`src/rtl/keypad_entry.sv`:
```
// Debounced keypad entry: turns scanner key levels into single key events and
// builds a BCD entry with backspace and commit, driving the seven-segment display.
module keypad_entry #(
  parameter int DEBOUNCE_CYCLES = 500000,
  parameter int NUM_DIGITS      = 6
) (
  input  logic                    clk,
  input  logic                    rst,
  input  logic                    key_down,
  input  logic [3:0]              key_code,
  output logic [4*NUM_DIGITS-1:0] digits,
  output logic [NUM_DIGITS-1:0]   digit_blank,
  output logic [2:0]              digit_count,
  output logic [4*NUM_DIGITS-1:0] committed_value,
  output logic                    entry_valid,
  output logic                    commit_pulse,
  output logic                    overflow_err
);

  localparam int CW = $clog2(DEBOUNCE_CYCLES + 1);
  localparam int DW = 4 * NUM_DIGITS;
  localparam logic [CW-1:0] LAST_SAMPLE = CW'(DEBOUNCE_CYCLES - 1);
  localparam logic [2:0] FULL_COUNT = 3'(NUM_DIGITS);

  typedef enum logic [1:0] {
    RELEASED,
    PRESS_WAIT,
    HELD,
    RELEASE_WAIT
  } state_t;

  state_t        state, state_next;
  logic [CW-1:0] stable_count, stable_count_next;
  logic [3:0]    code, code_next;
  logic          key_event, key_event_next;

  logic [DW-1:0]         digits_next, committed_next;
  logic [NUM_DIGITS-1:0] blank_next;
  logic [2:0]            count_next;
  logic                  valid_next, commit_next, overflow_next;
  logic                  is_digit;

  always_ff @(posedge clk) begin
    if (!rst) begin
      state        <= RELEASED;
      stable_count <= '0;
      code         <= '0;
      key_event    <= 1'b0;
    end else begin
      state        <= state_next;
      stable_count <= stable_count_next;
      code         <= code_next;
      key_event    <= key_event_next;
    end
  end

  // The counter holds how many consecutive qualifying samples have been seen,
  // so the edge that observes the last one is where the counter reads LAST_SAMPLE.
  always_comb begin
    state_next        = state;
    stable_count_next = stable_count;
    code_next         = code;
    key_event_next    = 1'b0;
    case (state)
      RELEASED: begin
        if (key_down) begin
          code_next         = key_code;
          stable_count_next = CW'(1);
          state_next        = PRESS_WAIT;
        end
      end
      PRESS_WAIT: begin
        if (!key_down) begin
          stable_count_next = '0;
          state_next        = RELEASED;
        end else if (key_code != code) begin
          code_next         = key_code;
          stable_count_next = CW'(1);
        end else if (stable_count == LAST_SAMPLE) begin
          stable_count_next = '0;
          key_event_next    = 1'b1;
          state_next        = HELD;
        end else begin
          stable_count_next = stable_count + CW'(1);
        end
      end
      HELD: begin
        if (!key_down) begin
          stable_count_next = CW'(1);
          state_next        = RELEASE_WAIT;
        end
      end
      RELEASE_WAIT: begin
        if (key_down) begin
          stable_count_next = '0;
          state_next        = HELD;
        end else if (stable_count == LAST_SAMPLE) begin
          stable_count_next = '0;
          state_next        = RELEASED;
        end else begin
          stable_count_next = stable_count + CW'(1);
        end
      end
      default: begin
        stable_count_next = '0;
        state_next        = RELEASED;
      end
    endcase
  end

  assign is_digit = (code <= 4'd9);

  // The latched code stays put while HELD, so it doubles as the event code.
  always_comb begin
    digits_next    = digits;
    count_next     = digit_count;
    committed_next = committed_value;
    valid_next     = entry_valid;
    commit_next    = 1'b0;
    overflow_next  = 1'b0;
    if (key_event) begin
      if (is_digit) begin
        if (entry_valid) begin
          digits_next = DW'(code);
          count_next  = 3'd1;
          valid_next  = 1'b0;
        end else if (digit_count != FULL_COUNT) begin
          digits_next = (digits << 4) | DW'(code);
          count_next  = digit_count + 3'd1;
        end else begin
          overflow_next = 1'b1;
        end
      end else if (code == 4'd10) begin
        if (digit_count != 3'd0) begin
          digits_next = digits >> 4;
          count_next  = digit_count - 3'd1;
          valid_next  = 1'b0;
        end
      end else if (code == 4'd11) begin
        if (digit_count != 3'd0) begin
          committed_next = digits;
          valid_next     = 1'b1;
          commit_next    = 1'b1;
        end
      end
    end
    for (int i = 0; i < NUM_DIGITS; i++) begin
      blank_next[i] = (3'(i) >= count_next);
    end
  end

  always_ff @(posedge clk) begin
    if (!rst) begin
      digits          <= '0;
      digit_blank     <= '1;
      digit_count     <= '0;
      committed_value <= '0;
      entry_valid     <= 1'b0;
      commit_pulse    <= 1'b0;
      overflow_err    <= 1'b0;
    end else begin
      digits          <= digits_next;
      digit_blank     <= blank_next;
      digit_count     <= count_next;
      committed_value <= committed_next;
      entry_valid     <= valid_next;
      commit_pulse    <= commit_next;
      overflow_err    <= overflow_next;
    end
  end

endmodule

```
`config.mk`:
```
export PLATFORM = sky130hd
export DESIGN_NAME = keypad_entry
export DESIGN_NICKNAME = d
export VERILOG_FILES = /design/src/rtl/keypad_entry.sv
export SDC_FILE = /design/constraint.sdc
export NUM_CORES = 1
export LEC_CHECK = 0
export CORE_ASPECT_RATIO = 0.9
export CORE_MARGIN = 2
export CORE_UTILIZATION = 59
export CTS_BUF_LIST = sky130_fd_sc_hd__clkbuf_8
export DETAILED_ROUTE_END_ITERATION = 10
export PLACE_DENSITY = 0.87
export SLEW_MARGIN = 30
export SYNTH_ARGS = -nofsm -noshare
export SYNTH_HDL_FRONTEND = slang
export SYNTH_SLANG_ARGS = --single-unit
```
`constraint.sdc`:
```
create_clock -name clk -period 4.34 [get_ports clk]
set_input_delay 0.868 -clock clk [delete_from_list [all_inputs] [get_ports clk]]
set_output_delay 0.868 -clock clk [all_outputs]
set_load 0.005 [all_outputs]
```
---- Word-level counts from Yosys, hierarchy flattened ----
Index checks and enable logic that the tools add are counted.
cells by class
  shift-type cells ........................ 0
  multiply operators ...................... 0
  magnitude comparators ................... 7
  add/subtract/negate cells ............... 3
  reduce and logical (&&, ||, !) cells .... 15
  equality and inequality tests ........... 16
  divide/modulo/power cells ............... 0
  bitwise gates (word level) .............. 8
  multiplexer cells ....................... 38
operator list
  cell                   number
  $mux 24                5
  $mux 19                6
  $pmux 19 s4            1
  $or 24x4->24           1
  $add 19x1->19 const B  1
  $eq 19x19->1 const B   1
  $mux 3                 6
  $mux 2                 7
  $mux 4                 3
  $ne 3x3->1 const B     4
  $reduce_and 5->1       2
  $eq 4x4->1 const B     2
  $mux 1                 8
  $ne 2x2->1 const B     4
  $pmux 2 s4             1
  $pmux 4 s2             1
  $reduce_and 4->1       2
  $reduce_or 4->1        2
  $not 1->1              7
  $ge 1x3->1 const A     2
  $ge 2x3->1 const A     2
  $ge 3x3->1 const A     2
  $reduce_bool 2->1      3
  $reduce_bool 3->1      2
  11 further kinds       12
word-level totals
  latch bits .............................. 0
  output and inout bits ................... 60
  word-level logic and storage cells ...... 98
  memory bits (writable) .................. 0
  bits in read-only memories .............. 0
  register bits ........................... 86
  input bits .............................. 7
  memories ................................ 0

---- Depth between registers and ports, before layout ----
Gate-level depths: netlist of the first run.
  depth in word-level cells ............... 6
  mapped depth ............................ 9
  gate-level depth less buffers ........... 7

---- Least setup slack after synthesis of the first run ----
OpenSTA, ideal clock, no wires.
  path kind ............................... input-to-reg
  start point ............................. in key_code[2]
  end point ............................... reg stable_count[10]
  stages on the path ...................... 5
  arrival ................................. 1.993 ns
  path buffers ............................ 0
  setup slack ............................. 2.273 ns
  path through ............................ xnor2_1 -> nand4_2 -> o21bai_4 -> or4b_1 -> a31oi_1
on the way
  word-level cells in the longest chain between the ends .. 4
RTL lines
  what                  RTL line  text
  start, declared       10        input logic [3:0] key_code,
  $ne 4x4->1            76        end else if (key_code != code) begin
  $mux 19               76
  $mux 19               73        if (!key_down) begin
  $pmux 19 s4           64        case (state)
  end signal, assigned  51        stable_count <= stable_count_next;
  end, declared         33        logic [CW-1:0] stable_count, stable_count_next;
Every way passes these cells.
A chain may end at the register's enable or synchronous reset.

---- Worst setup path in the final report of the first run ----
  start point ............................. reg entry_valid
  end point ............................... out entry_valid
RTL lines
  what                    RTL line  text
  start, declared         15        output logic entry_valid,
  start signal, assigned  166       entry_valid <= valid_next;
No word-level cell between the ends.

==> results.py, run 1 <==
metrics = {
    "hold_path": {
        "min_from": "committed_value[23]$_SDFFE_PN0P_",
        "hold_class": "flip-flop to flip-flop",
    },
    "floorplanning": {
        "rows": 28,
        "ios": 67,
        "dieArea_um2": 7450,
        "die_y_um": 82.1,
        "die_w_um": 90.8,
        "start_util": 0.610,
        "core_um2": 6550,
    },
    "timing": {
        "final-hold-violation-count": 0,
        "clock_skew_ns": 0.00825,
        "whs_ns": 0.460,
        "slew_headroom": 0.330,
        "slew_violations": 0,
        "tightest_slew_ns": 0.997,
        "rsz0062_at_grt": "no",
        "setup_violations": 0,
        "setup-tns-final_ns": 0,
        "finalCriticalPeriod_ns": 2.72,
        "timing.fmax_mhz": 367,
        "fin_crit_sh": 0.628,
    },
    "detailed_routing": {
        "drt-wirelength-per-cell_um": 15.4,
        "num_vias": 3710,
        "antenna_left": 0,
        "drtIter0Drc": 263,
        "drtPass1Iterations": 5,
        "drt-total-wl_mm": 9.64,
        "drc": 0,
        "avgViaCountPerCell": 5.92,
    },
    "clock_tree": {
        "numCtsBuffers": 9,
        "cts_tree": "built",
        "post_cts_buffers": 0,
        "hold_buffers": 0,
        "cts-root-buf": "clkbuf_8",
        "cts.sinks": 86,
        "ctsResizeCount": 0,
        "htreeDepth": 3,
        "max-clock-path-buffers": 2,
        "clk_transition_reported_paths_ns": 0.08,
        "clock_latency_ns": 0.35,
    },
    "finish": {
        "drive_above_1_share": 0.0577,
        "insertedDiodeCount": 0,
        "fin_nets": 544,
        "syn2layout_area_growth_pct": 20.4,
    },
    "grt": {
        "grt_use_total": 0.264,
        "grt_pass1_wl_mm": 15.9,
        "first_global_vias": 3274,
        "antenna_found_initial": 0,
        "grt_overflow_total": 0,
        "grt_start_max_net_pins": 63,
    },
    "synth": {
        "async_flop_share": 0,
        "synth.distinct_cells": 56,
        "synth_seq_area_share": 0.431,
        "synth_cells": 485,
        "netlist_top_cells_area": "dfxtp_1 43%, nand2_1 8.0%, a21oi_1 5.1%",
        "synth_common_cells": "86 x dfxtp_1, 85 x nand2_1, 41 x a21oi_1, 32 x nor2_1",
        "synth-edff-count": 0,
        "synth_top_area_frac": 0.431,
        "synth.avg_cell_area_um2": 8.24,
        "synth_top_flop_cell": "dfxtp_1",
        "yosysWarnings": 0,
        "synth_area_um2": 4000,
        "mappedNetlistNets": 497,
        "synth_top_cell_by_area": "dfxtp_1",
        "yosysMostFrequentCell": "dfxtp_1",
        "synth-seq-cells": 86,
    },
    "place": {
        "dp_hpwl_mm": 6.57,
        "port_buffers": 66,
        "gp_congestion": 0.869,
    },
    "pwr": {
        "total_leakage_power_uw": 0.00150,
        "powerDensity_nw_per_um2": 281,
        "irDropWorstVdd_uv": 326,
    },
    "status": {
        "status": "finished clean",
    },
    "critical_path": {
        "critical_path_arrival_ns": 1.86,
        "crit_start": "entry_valid$_SDFFE_PN0P_",
        "critPathTopFamily": "flip-flops",
        "critPathKind": "flip-flop to output pin",
        "critPathMaxStageDelay_ns": 0.87,
        "cp-start-kind": "flip-flop",
        "critPathCaptureType": "output pin",
        "critPathMaxFanout": 23,
        "worstPathRequired_ns": 3.47,
        "path_buf_inv": 1,
        "timing.rr.start": "digit_count[0]$_SDFF_PN0_",
        "cpMaxStageDelayCell": "dfxtp_1",
        "crit_chain": "clkdlybuf4s50_1",
    },
    "flow_run": {
        "cap_violations": 0,
    },
}
==> area by class of cell <==
| class | instances | area, um2 |
|---|---|---|
| inverters | 13 | 48.8 |
| well taps | 90 | 113 |
| flip-flops and latches | 86 | 1720 |
| clock buffers | 9 | 124 |
| multi-input cells | 351 | 2060 |
| fillers | 523 | 1740 |
| repair buffers | 71 | 698 |
| clock inverters | 7 | 50.0 |
==> where the power goes <==
group	switching, uW	internal [uW]
clock network	291	209
registers	8.94	792
logic	34.8	18.6
==> worst paths after layout <==
kind,to,slack (ns),cells past startpoint
max,entry_valid,1.62,1
min,committed_value[23]$_SDFFE_PN0P_,0.46,2
max reg2reg,digit_blank[2]$_SDFF_PN1_,1.80,7
min reg2reg,committed_value[23]$_SDFFE_PN0P_,0.46,2
==> cell families (layout without fill, tap and decap cells) <==
group,count (synthesis),after routing,share of synthesized area
multiplexers,2,2,0.00501
buffers and inverters,48,100,0.0542
adder cells (fa/ha/maj),5,5,0.0157
flip-flops,86,86,0.431
XOR/XNOR,8,8,0.0213
AO/OA/AOI/OAI,111,111,0.184
AND/OR/NAND/NOR,225,225,0.289
==> through the flow <==
| step | total power (uW) | cells | worst slack, ns | util | cell area [um2] |
|---|---|---|---|---|---|
| after global placement | 869 | 610 | 1.41 | 0.707 | 4630 |
| after detailed placement | 871 | 611 | 1.35 | 0.708 | 4640 |
| after floorplan | 856 | 485 | 2.27 | - | 4000 |
| final | 1350 | 627 | 1.62 | 0.735 | 4810 |
| after global routing | 1410 | 627 | 1.53 | 0.735 | 4810 |
| after CTS | 1360 | 627 | 1.63 | 0.735 | 4810 |
==> layout by cell type (no fill, tap or decap), drive strengths merged, types with 6 or more instances in the layout <==
master,count
nor2,32
nand4,12
clkbuf,9
inv,15
nor4,6
a31oi,18
nor3,18
nand3,19
nand2,85
o21ai,6
dfxtp,86
clkdlybuf4s50,66
nor3b,19
a21oi,41
a211oi,20
and3,6
==> flip-flops by register name, indices dropped and copies added (netlist names), named ones only <==
name and flops:
code 4, commit_pulse 1, committed_value 24, digit_blank 6
digit_count 3, digits 24, entry_valid 1, key_event 1
overflow_err 1, stable_count 19, state 1
==> layer usage <==
metal / vias up / global-route usage / share of wire
met5: - / 0 / 0
met2: 117 / 0.449 / 0.48
met1: 1755 / 0.344 / 0.46
met4: 0 / 0.0554 / 0.0071
li1: 1828 / - / -
met3: 10 / 0.0670 / 0.056
Note: power is estimated with default switching activity, not from simulation.
==> inputs of run 2 (changes only) <==
Settings changed: CORE_UTILIZATION 59 to 55, PLACE_DENSITY 0.87 to 0.82.
Clock period 4.34 ns to 2.55 ns, I/O delays scaled along.
==> run 2 against run 1 <==
Against the previous run: utilization shrank 3.5 points; setup slack lost 1.3 ns; clock skew grew 0.0048 ns; die area grew 6.9%.
==> results.py, run 2 (same netlist as run 1, synthesis figures left out) <==
metrics = {
    "floorplanning": {
        "rows": 29,
        "core_um2": 7040,
        "ios": 67,
        "start_util": 0.568,
        "die_w_um": 93.9,
        "die_y_um": 84.9,
        "dieArea_um2": 7960,
    },
    "critical_path": {
        "critPathCaptureType": "flip-flop",
        "critPathTopFamily": "simple AND/OR/NAND/NOR gates",
        "worstPathRequired_ns": 2.82,
        "rrSetupSlack_ns": 0.30,
        "cpMaxStageDelayCell": "or2_1",
        "path_buf_inv": 2,
        "critPathKind": "flip-flop to flip-flop",
        "critPathMaxStageDelay_ns": 0.46,
        "crit_chain": "inv_1, ha_1, and2_1, nor3b_1, or2_1, buf_4, a211oi_1, a211oi_1",
        "critical_path_arrival_ns": 2.51,
        "cp-start-kind": "flip-flop",
        "critPathMaxFanout": 13,
        "cp_common_cell": "a211oi_1",
    },
    "clock_tree": {
        "clock_latency_ns": 0.36,
        "ctsResizeCount": 0,
        "numCtsBuffers": 9,
        "htreeDepth": 3,
        "max-clock-path-buffers": 2,
        "cts_tree": "built",
        "clk_transition_reported_paths_ns": 0.09,
        "post_cts_buffers": 0,
        "hold_buffers": 0,
        "cts.sinks": 86,
        "cts-root-buf": "clkbuf_8",
    },
    "grt": {
        "grt_start_max_net_pins": 51,
        "grt_pass1_wl_mm": 16.2,
        "antenna_found_initial": 0,
        "grt_use_total": 0.255,
        "grt_overflow_total": 0,
        "first_global_vias": 3324,
    },
    "place": {
        "place_area_um2": 4740,
        "gp_congestion": 0.864,
        "dp_hpwl_mm": 6.88,
        "port_buffers": 66,
        "pre_cts_ws_ns": 0.239,
    },
    "timing": {
        "timing.fmax_mhz": 445,
        "setup-tns-final_ns": 0,
        "slew_headroom": 0.553,
        "tightest_slew_ns": 0.665,
        "whs_ns": 0.456,
        "setup_violations": 0,
        "fin_crit_sh": 0.881,
        "finalCriticalPeriod_ns": 2.25,
        "final-hold-violation-count": 0,
        "slew_violations": 0,
        "fin_ws_ns": 0.302,
        "clock_skew_ns": 0.0131,
        "rsz0062_at_grt": "no",
    },
    "finish": {
        "fin_nets": 555,
        "layout_commonest_cell": "dfxtp_1",
        "syn2layout_area_growth_pct": 23.3,
        "fillerInstances": 604,
        "top_regs": "committed_value (24), digits (24), stable_count (19)",
        "final_cell_mix": "86 x dfxtp_1, 85 x nand2_1, 66 x clkdlybuf4s50_1",
        "final_area_um2": 4930,
        "insertedDiodeCount": 0,
        "multi_input_area_um2": 2060,
        "seqCellArea_um2": 1720,
        "drive_above_1_share": 0.0748,
    },
    "pwr": {
        "clkPwrFrac": 0.390,
        "power_frac_seq": 0.567,
        "powerDensity_nw_per_um2": 486,
        "p_sw_frac": 0.234,
        "p_comb_frac": 0.043,
        "total_leakage_power_uw": 0.00158,
        "internal_power_uw": 1830,
        "irDropWorstVdd_uv": 349,
        "switchingPower_uw": 562,
    },
    "detailed_routing": {
        "antenna_left": 0,
        "drt-wirelength-per-cell_um": 15.4,
        "num_vias": 3758,
        "drc": 0,
        "avgViaCountPerCell": 5.86,
        "drtPass1Iterations": 5,
        "drtIter0Drc": 276,
        "drt-total-wl_mm": 9.85,
    },
    "hold_path": {
        "hold_class": "flip-flop to flip-flop",
    },
    "flow_run": {
        "cap_violations": 0,
    },
    "status": {
        "status": "finished clean",
    },
}
-- run 2: power groups by stage --
stage / registers (uW) / clock network, uW / logic (uW)
finish: 1360 / 934 / 103
global route: 1360 / 1010 / 113
CTS: 1360 / 951 / 102
detailed placement: 1390 / 0 / 102
global placement: 1390 / 0 / 99.4
floorplan: 1380 / 0 / 76.3
-- run 2: path summary, 6_finish.rpt --
path                               startpoint                               end  cells past startpoint
min reg2reg  committed_value[13]$_SDFFE_PN0P_  committed_value[13]$_SDFFE_PN0P_                      2
max                 digit_count[0]$_SDFF_PN0_            digits[5]$_SDFFE_PN0P_                      8
min          committed_value[13]$_SDFFE_PN0P_  committed_value[13]$_SDFFE_PN0P_                      2
max reg2reg         digit_count[0]$_SDFF_PN0_            digits[5]$_SDFFE_PN0P_                      8
-- run 2: final cells by class --
type / instances / share of cell area
sequential: 86 / 0.349
tap: 93 / 0.0236
timing repair buffer: 82 / 0.161
clock inverter: 7 / 0.0135
multi-input combinational: 351 / 0.418
inverter: 13 / 0.00990
clock buffer: 9 / 0.0251
-- run 2: routing by layer --
layer / share of wire / up-vias / global-route usage
met3: 0.049 / 11 / 0.0613
met5: 0 / - / 0
met1: 0.47 / 1785 / 0.344
met4: 0.012 / 0 / 0.0672
met2: 0.47 / 114 / 0.412
li1: - / 1848 / -
-- run 2: stage by stage --
step	utilization	total power, uW	instances
floorplan	-	1460	485
global placement	0.673	1490	625
detailed placement	0.673	1490	625
CTS	0.700	2410	641
global route	0.700	2490	641
finish	0.700	2400	641
-- run 2: worst reg2reg max path, cell delays in order (launching register included) --
cell      delay [ns]
dfxtp_1         0.34
inv_1           0.15
ha_1            0.20
and2_1          0.17
nor3b_1         0.28
or2_1           0.46
buf_4           0.28
a211oi_1        0.07
a211oi_1        0.21
==> inputs of run 3 (changes only) <==
Settings changed: CORE_UTILIZATION 55 to 52, PLACE_DENSITY 0.82 to 0.78.
Clock period 2.55 ns to 2.8 ns, I/O delays scaled along.
==> run 3 against run 2 <==
Against the previous run: non-clock buffer count shrank 2; utilization shrank 4.8 points; die area grew 5.5%.
==> results.py, run 3 (same netlist as run 1, synthesis figures left out) <==
metrics = {
    "status": {
        "status": "finished clean",
    },
    "floorplanning": {
        "die_w_um": 96.4,
        "die_y_um": 87.2,
        "start_util": 0.532,
        "dieArea_um2": 8400,
        "rows": 30,
        "core_um2": 7510,
        "ios": 67,
    },
    "finish": {
        "drive_above_1_share": 0.0751,
        "insertedDiodeCount": 0,
        "syn2layout_area_growth_pct": 22.6,
        "final_cell_mix": "86 x dfxtp_1, 85 x nand2_1, 66 x clkdlybuf4s50_1",
        "top_regs": "committed_value (24), digits (24), stable_count (19)",
        "fin_nets": 553,
        "layout_commonest_cell": "dfxtp_1",
    },
    "critical_path": {
        "critPathTopFamily": "flip-flops",
        "r2r_cells": 8,
        "path_buf_inv": 1,
        "critPathCapture": "entry_valid",
        "critPathMaxStageDelay_ns": 0.91,
        "critPathKind": "flip-flop to output pin",
        "crit_chain": "clkdlybuf4s50_1",
        "cp-start-kind": "flip-flop",
        "critPathMaxFanout": 23,
        "timing.rr.start": "digit_count[0]$_SDFF_PN0_",
        "crit_start": "entry_valid$_SDFFE_PN0P_",
        "critical_path_arrival_ns": 1.91,
        "r2r-end": "digits[10]$_SDFFE_PN0P_",
        "critPathCaptureType": "output pin",
        "cpMaxStageDelayCell": "dfxtp_1",
        "rrSetupSlack_ns": 0.67,
        "worstPathRequired_ns": 2.24,
        "crit_cells": 1,
    },
    "clock_tree": {
        "cts.sinks": 86,
        "ctsResizeCount": 0,
        "max-clock-path-buffers": 2,
        "htreeDepth": 3,
        "cts_tree": "built",
        "cts-root-buf": "clkbuf_8",
        "clk_transition_reported_paths_ns": 0.08,
        "clock_latency_ns": 0.35,
        "post_cts_buffers": 0,
        "hold_buffers": 0,
        "numCtsBuffers": 9,
    },
    "detailed_routing": {
        "antenna_left": 0,
        "drt-wirelength-per-cell_um": 15.0,
        "drtIter0Drc": 229,
        "drc": 0,
        "avgViaCountPerCell": 5.67,
        "drtPass1Iterations": 4,
        "num_vias": 3639,
        "drt-total-wl_mm": 9.63,
    },
    "grt": {
        "antenna_found_initial": 0,
        "grt_start_max_net_pins": 51,
        "grt_pass1_wl_mm": 16.3,
        "first_global_vias": 3383,
        "grt_use_total": 0.244,
        "grt_overflow_total": 0,
    },
    "timing": {
        "timing.fmax_mhz": 405,
        "finalCriticalPeriod_ns": 2.47,
        "slew_violations": 0,
        "setup_violations": 0,
        "slew_headroom": 0.405,
        "fin_crit_sh": 0.882,
        "rsz0062_at_grt": "no",
        "clock_skew_ns": 0.00690,
        "tightest_slew_ns": 0.891,
        "final-hold-violation-count": 0,
        "setup-tns-final_ns": 0,
    },
    "pwr": {
        "powerDensity_nw_per_um2": 435,
        "finalPower_uw": 2130,
        "irDropWorstVdd_uv": 325,
        "total_leakage_power_uw": 0.00155,
    },
    "place": {
        "gp_congestion": 0.910,
        "dp_hpwl_mm": 6.68,
        "port_buffers": 66,
    },
    "flow_run": {
        "cap_violations": 0,
    },
    "hold_path": {
        "hold_class": "flip-flop to flip-flop",
    },
}
## run 3: worst min path at each step
stage | cells past startpoint | slack [ns] | start | endpoint
finish | 2 | 0.46 | committed_value[2]$_SDFFE_PN0P_ | committed_value[2]$_SDFFE_PN0P_
CTS | 2 | 0.46 | committed_value[1]$_SDFFE_PN0P_ | committed_value[1]$_SDFFE_PN0P_
global route | 2 | 0.47 | committed_value[2]$_SDFFE_PN0P_ | committed_value[2]$_SDFFE_PN0P_
global placement | 2 | 0.44 | committed_value[0]$_SDFFE_PN0P_ | committed_value[0]$_SDFFE_PN0P_
detailed placement | 2 | 0.45 | committed_value[1]$_SDFFE_PN0P_ | committed_value[1]$_SDFFE_PN0P_
floorplan | 2 | 0.45 | committed_value[0]$_SDFFE_PN0P_ | committed_value[0]$_SDFFE_PN0P_
## run 3: final cells by class
type | count | area (um2)
clock buffers | 10 | 138
clock inverters | 6 | 46.3
fillers | 648 | 2610
inverters | 13 | 48.8
multi-input cells | 351 | 2060
flip-flops and latches | 86 | 1720
well taps | 96 | 120
repair buffers | 80 | 766
## run 3: per-stage QoR
step	cells	area, um2	hold slack [ns]	utilization	worst slack, ns
CTS	642	4900	0.459	0.653	0.348
global placement	626	4710	0.441	0.628	0.525
finish	642	4900	0.456	0.653	0.330
global route	642	4900	0.471	0.653	0.241
detailed placement	626	4710	0.447	0.628	0.445
floorplan	485	4000	0.453	-	0.932
## run 3: power breakdown
group | internal, uW | switching (uW)
Sequential | 1230 | 7.02
Clock | 351 | 448
Combinational | 35.4 | 61.2
Total | 1610 | 516
## run 3: layer usage
layer / routed length, um / part of all wire / vias to the layer above / track usage
met5: 0 / 0 / - / 0
met4: 159 / 0.017 / 0 / 0.0845
met3: 477 / 0.050 / 16 / 0.0545
met2: 4450 / 0.46 / 103 / 0.371
met1: 4550 / 0.47 / 1674 / 0.343
li1: - / - / 1846 / -
